===== src/rtl/fibo_controller.sv =====
// Moore control FSM for a Fibonacci datapath: seeds R0/R1, then walks a
// 4-entry circular register file adding the two previous terms n times.
module fibo_controller #(
   parameter int SIZE = 4
) (
   input  logic              clk,
   input  logic              rst,
   input  logic              start,
   input  logic [SIZE-1:0]   n,
   input  logic              zero_flag,
   output logic [SIZE-3:0]   wrt_addr,
   output logic              wrt_en,
   output logic              load_data,
   output logic [SIZE-3:0]   rd_addr1,
   output logic [SIZE-3:0]   rd_addr2,
   output logic [SIZE-2:0]   alu_opcode,
   output logic [SIZE-1:0]   count,
   output logic              busy,
   output logic              done,
   output logic              zero_seen
);

   localparam int ADDR_W = SIZE - 2;
   localparam int OP_W   = SIZE - 1;

   localparam logic [2:0] IDLE = 3'd0;
   localparam logic [2:0] LD0  = 3'd1;
   localparam logic [2:0] LD1  = 3'd2;
   localparam logic [2:0] ADD  = 3'd3;
   localparam logic [2:0] DONE = 3'd4;

   localparam logic [OP_W-1:0] OP_PASS = OP_W'(1);
   localparam logic [OP_W-1:0] OP_ADD  = OP_W'(6);

   logic [2:0]        state_reg;
   logic [ADDR_W-1:0] ptr_reg;
   logic [SIZE-1:0]   remaining_reg;
   logic [ADDR_W-1:0] last_addr_reg;
   logic              zero_seen_reg;

   always_ff @(posedge clk or posedge rst) begin
      if (rst) begin
         state_reg     <= IDLE;
         ptr_reg       <= ADDR_W'(2);
         remaining_reg <= '0;
         last_addr_reg <= '0;
         zero_seen_reg <= 1'b0;
      end else begin
         case (state_reg)
            IDLE: begin
               if (start) begin
                  remaining_reg <= n;
                  ptr_reg       <= ADDR_W'(2);
                  zero_seen_reg <= 1'b0;
                  state_reg     <= LD0;
               end
            end
            LD0: begin
               last_addr_reg <= '0;
               state_reg     <= LD1;
            end
            LD1: begin
               last_addr_reg <= ADDR_W'(1);
               state_reg     <= (remaining_reg == '0) ? DONE : ADD;
            end
            ADD: begin
               // ptr wraps naturally at the register-file depth
               last_addr_reg <= ptr_reg;
               ptr_reg       <= ptr_reg + ADDR_W'(1);
               remaining_reg <= remaining_reg - SIZE'(1);
               if (zero_flag)
                  zero_seen_reg <= 1'b1;
               if (remaining_reg == SIZE'(1))
                  state_reg <= DONE;
            end
            DONE: state_reg <= IDLE;
            default: state_reg <= IDLE;
         endcase
      end
   end

   always_comb begin
      wrt_addr   = '0;
      wrt_en     = 1'b0;
      load_data  = 1'b0;
      rd_addr1   = '0;
      rd_addr2   = '0;
      alu_opcode = '0;
      count      = '0;
      busy       = 1'b0;
      done       = 1'b0;
      case (state_reg)
         IDLE: rd_addr1 = last_addr_reg;
         LD0: begin
            wrt_en     = 1'b1;
            load_data  = 1'b1;
            alu_opcode = OP_PASS;
            busy       = 1'b1;
         end
         LD1: begin
            wrt_addr   = ADDR_W'(1);
            wrt_en     = 1'b1;
            load_data  = 1'b1;
            count      = SIZE'(1);
            alu_opcode = OP_PASS;
            busy       = 1'b1;
         end
         ADD: begin
            wrt_addr   = ptr_reg;
            rd_addr1   = ptr_reg - ADDR_W'(1);
            rd_addr2   = ptr_reg - ADDR_W'(2);
            wrt_en     = 1'b1;
            alu_opcode = OP_ADD;
            busy       = 1'b1;
         end
         DONE: begin
            rd_addr1 = last_addr_reg;
            busy     = 1'b1;
            done     = 1'b1;
         end
         default: ;
      endcase
   end

   assign zero_seen = zero_seen_reg;

endmodule


===== config.mk =====
export PLATFORM = sky130hd
export DESIGN_NAME = fibo_controller
export DESIGN_NICKNAME = d
export VERILOG_FILES = /design/src/rtl/fibo_controller.sv
export SDC_FILE = /design/constraint.sdc
export NUM_CORES = 1
export LEC_CHECK = 0
export CELL_PAD_IN_SITES_DETAIL_PLACEMENT = 0
export CELL_PAD_IN_SITES_GLOBAL_PLACEMENT = 1
export CORE_UTILIZATION = 34
export CTS_CLUSTER_DIAMETER = 30
export DETAILED_ROUTE_END_ITERATION = 16
export PLACE_DENSITY = 0.92
export SLEW_MARGIN = 20
export SYNTH_ARGS = -nofsm -noshare
export SYNTH_HDL_FRONTEND = slang
export SYNTH_SLANG_ARGS = --single-unit

===== constraint.sdc =====
create_clock -name clk -period 4.09 [get_ports clk]
set_input_delay 0.409 -clock clk [delete_from_list [all_inputs] [get_ports clk]]
set_output_delay 0.409 -clock clk [all_outputs]
set_load 0.1 [all_outputs]

==> run summary <==
Clock tree synthesis selected as its root buffer the cell sky130_fd_sc_hd__clkbuf_4. The total overflow reported by the global router came out at 0. The clock insertion delay at the later pin of the skew report is 0.27 ns. The number of buffers added on ports came out at 22. Using the TritonRoute via totals, the vias-per-cell ratio works out to 4.77. The proportion of synthesized flip-flops having asynchronous set or reset came out at 1.00.

The first TritonRoute pass finished after 4 iterations. The diode insertion count for antenna repair came out at 0. The clock net sink count came out at 12.

The routability-driven placement congestion ratio came out at 0.812. The final clock skew is 0.0100 ns. Summing over every cut layer, the via total after detailed routing is 587.

The number of pins exceeding their max-slew limit in the final report came out at 0. The final core utilization came out at 0.487. The worst setup slack after placement is 1.29 ns. The die footprint is 2350 um^2. The total wire length came out at 1.48 mm. The die boundary height is 48.5 um. On the worst path, the slowest cell contributes a delay of 1.13 ns.

The area of the core came out at 2000 um^2. The area growth from synthesis to layout is 32.7%. The total negative setup slack is 0 ns.

The minimum clock period came out at 3.11 ns. The Yosys step of the flow raised 0 warnings. Entering global routing, the biggest net connects 13 pins. The part of the cycle the worst path needs came out at 0.759. The TritonCTS clock tree is built.

The final critical-path setup slack is 0.985 ns. Walking the worst path, the cells encountered are nand3b_2, nor2_1, a21o_1, clkdlybuf4s50_1. The detailed placer's ending HPWL came out at 1.13 mm. The count of flip-flops with a built-in enable after synthesis came out at 0. In this run the worst path has a maximum fanout of 11. After routing the design area is 975 um^2. The kind of path behind the tightest hold check is primary input to async pin.

The post-cts hold buffer count is 0. Of the cells placed in the final design, the portion with a size suffix greater than 1 is 0.115. Dividing the detail-routed wire length by the instance count gives 12.0 um. The number of instances in the synthesized netlist came out at 75. At the pin with the least slew margin, the transition time is 1.00 ns.

The cell at the slowest stage of the critical path is sky130_fd_sc_hd__clkdlybuf4s50_1. The number of nets at the end of the flow came out at 107. The TritonCTS buffer count came out at 3. The critical path start-end classification is flop to output port. The number of synthesized register bits is 12. The nature of the critical path endpoint is an output port. The DRC violation count after routing is 0. The number of gates resized after CTS was 0. The total placed instance area came out at 938 um^2. The global-route total usage across every layer is 0.145. CTS built an H-tree with a depth of 1. The share of synthesized area occupied by flip-flops and latches came out at 0.411. Setup repair after global routing left no endpoint under its margin. The initial antenna violation count came out at 0. The total of max-cap violations is 0.

The prevailing post-synth register cell is sky130_fd_sc_hd__dfrtp_1. The starting utilization of the core area is 0.367. The setup-violating endpoint count in the final report is 0. The violation count after the first detailed-routing iteration came out at 13. The final-report hold violation count is 0.

The data arrival time of the worst path came out at 2.70 ns. The number of buffers on the longest clock path is 2. The endpoint required time on the critical path came out at 3.68 ns.

Averaged over all synthesized cells, the footprint is 9.79 um^2. In this run the horizontal extent of the chip is 48.5 um. In this run the post-CTS setup repair buffer count came out at 0. The worst pin sits at a relative slew slack of 0.328. The achievable clock frequency came out at 0.322 GHz. The count of nets left with antenna violations once routing finished came out at 0.

The CTS clock-pin slew for the worst setup and hold paths came out at 0.08 ns. The via count of the first global-routing pass came out at 558. The cell area that synthesis handed to floorplanning was 734 um^2.

The flow ran to the end, and the final reports show no timing, DRC or antenna violations. The number of library cell types mapped by synthesis is 35. The worst setup path is launched from a flop. The number of top-level design ports is 26.

The first global-routing pass estimated 2.53 mm of wire. The register with the most flip-flops in the layout has 4 of them. The count of standard-cell rows came out at 16.
worst max-delay path, delay by kind of cell (launching register included):
kind | cells | cell delay (ns)
compound gates | 1 | 0.12
simple gates | 2 | 0.67
flops | 1 | 0.49
buf+inv | 1 | 1.13
cells by family (layout without fill, tap and decap cells):
family,Yosys count,count (layout),share of synthesized area
flops,12,12,0.411
simple gates,24,24,0.186
buf+inv,13,32,0.109
mux,4,4,0.0579
xor+xnor,3,3,0.0358
other cells,1,3,0.00511
fa+ha+maj,2,2,0.0341
compound gates,16,16,0.162
area by class of cell:
cell class | instances | area (um^2)
Sequential cell | 12 | 302
Multi-Input combinational cell | 52 | 360
Clock buffer | 4 | 36.3
Inverter | 6 | 22.5
Timing Repair Buffer | 22 | 220
Tap cell | 27 | 33.8
Fill cell | 201 | 1030
final timing paths:
| kind | start | slack (ns) | cells after the start | endpoint |
|---|---|---|---|---|
| worst min-delay path | rst | 0.43 | 2 | state_reg[2] |
| worst max register to register | state_reg[2] | 2.22 | 4 | remaining_reg[3] |
| worst min register to register | last_addr_reg[0] | 0.50 | 1 | last_addr_reg[0] |
| min in group clk | last_addr_reg[0] | 0.50 | 1 | last_addr_reg[0] |
| max in group asynchronous | rst | 3.30 | 2 | ptr_reg[1] |
| worst max-delay path | state_reg[2] | 0.98 | 4 | rd_addr1[0] |
through the flow:
step                hold slack, ns  cells
finish                       0.434    123
global route                 0.466    123
CTS                          0.440    123
detailed placement           0.481    119
global placement             0.472    119
floorplan                    0.273     77
placed cells by master, fill, tap and decap left out:
| master | instances |
|---|---|
| sky130_fd_sc_hd__nor2_1 | 9 |
| sky130_fd_sc_hd__o32ai_1 | 1 |
| sky130_fd_sc_hd__a22o_2 | 1 |
| sky130_fd_sc_hd__nand2b_1 | 2 |
| sky130_fd_sc_hd__nor4b_1 | 1 |
| sky130_fd_sc_hd__or3_1 | 1 |
| sky130_fd_sc_hd__o21bai_1 | 1 |
| sky130_fd_sc_hd__conb_1 | 3 |
| sky130_fd_sc_hd__xor2_1 | 1 |
| sky130_fd_sc_hd__clkbuf_4 | 3 |
| sky130_fd_sc_hd__ha_1 | 2 |
| sky130_fd_sc_hd__a21o_1 | 3 |
| sky130_fd_sc_hd__mux2i_1 | 2 |
| sky130_fd_sc_hd__a21oi_1 | 2 |
| sky130_fd_sc_hd__nor2b_1 | 1 |
| sky130_fd_sc_hd__or2b_1 | 1 |
| sky130_fd_sc_hd__dfstp_2 | 1 |
| sky130_fd_sc_hd__o31ai_1 | 1 |
| sky130_fd_sc_hd__mux2_2 | 2 |
| sky130_fd_sc_hd__nand3_1 | 2 |
| sky130_fd_sc_hd__and2_1 | 2 |
| sky130_fd_sc_hd__a221o_1 | 1 |
| sky130_fd_sc_hd__nor3_1 | 2 |
| sky130_fd_sc_hd__o21ai_0 | 2 |
| sky130_fd_sc_hd__o221a_2 | 1 |
| sky130_fd_sc_hd__a211oi_1 | 2 |
| sky130_fd_sc_hd__dfrtp_1 | 11 |
| sky130_fd_sc_hd__inv_1 | 6 |
| sky130_fd_sc_hd__nand3b_2 | 1 |
| sky130_fd_sc_hd__o22ai_1 | 1 |
| sky130_fd_sc_hd__clkbuf_8 | 1 |
| sky130_fd_sc_hd__or4b_4 | 1 |
| sky130_fd_sc_hd__clkdlybuf4s50_1 | 22 |
| sky130_fd_sc_hd__nand2_1 | 1 |
| sky130_fd_sc_hd__xnor2_1 | 2 |
metal layers:
layer,routed length [um],track usage,vias to the layer above,part of all wire
li1,-,-,297,-
met1,681,0.177,268,0.46
met2,700,0.232,20,0.47
met3,69,0.0566,2,0.047
met4,27,0.0490,0,0.018
met5,0,0,-,0
cell usage after synthesis, types with 3 or more instances:
cell / n / area, um^2
sky130_fd_sc_hd__nor2_1: 9 / 33.8
sky130_fd_sc_hd__a21o_1: 3 / 22.5
sky130_fd_sc_hd__inv_1: 6 / 22.5
sky130_fd_sc_hd__dfrtp_1: 11 / 275
sky130_fd_sc_hd__buf_4: 4 / 30.0
Power is left out: the tool's default activity adds up to more than one toggle a clock period on the data nets, which glitch-free logic cannot reach.
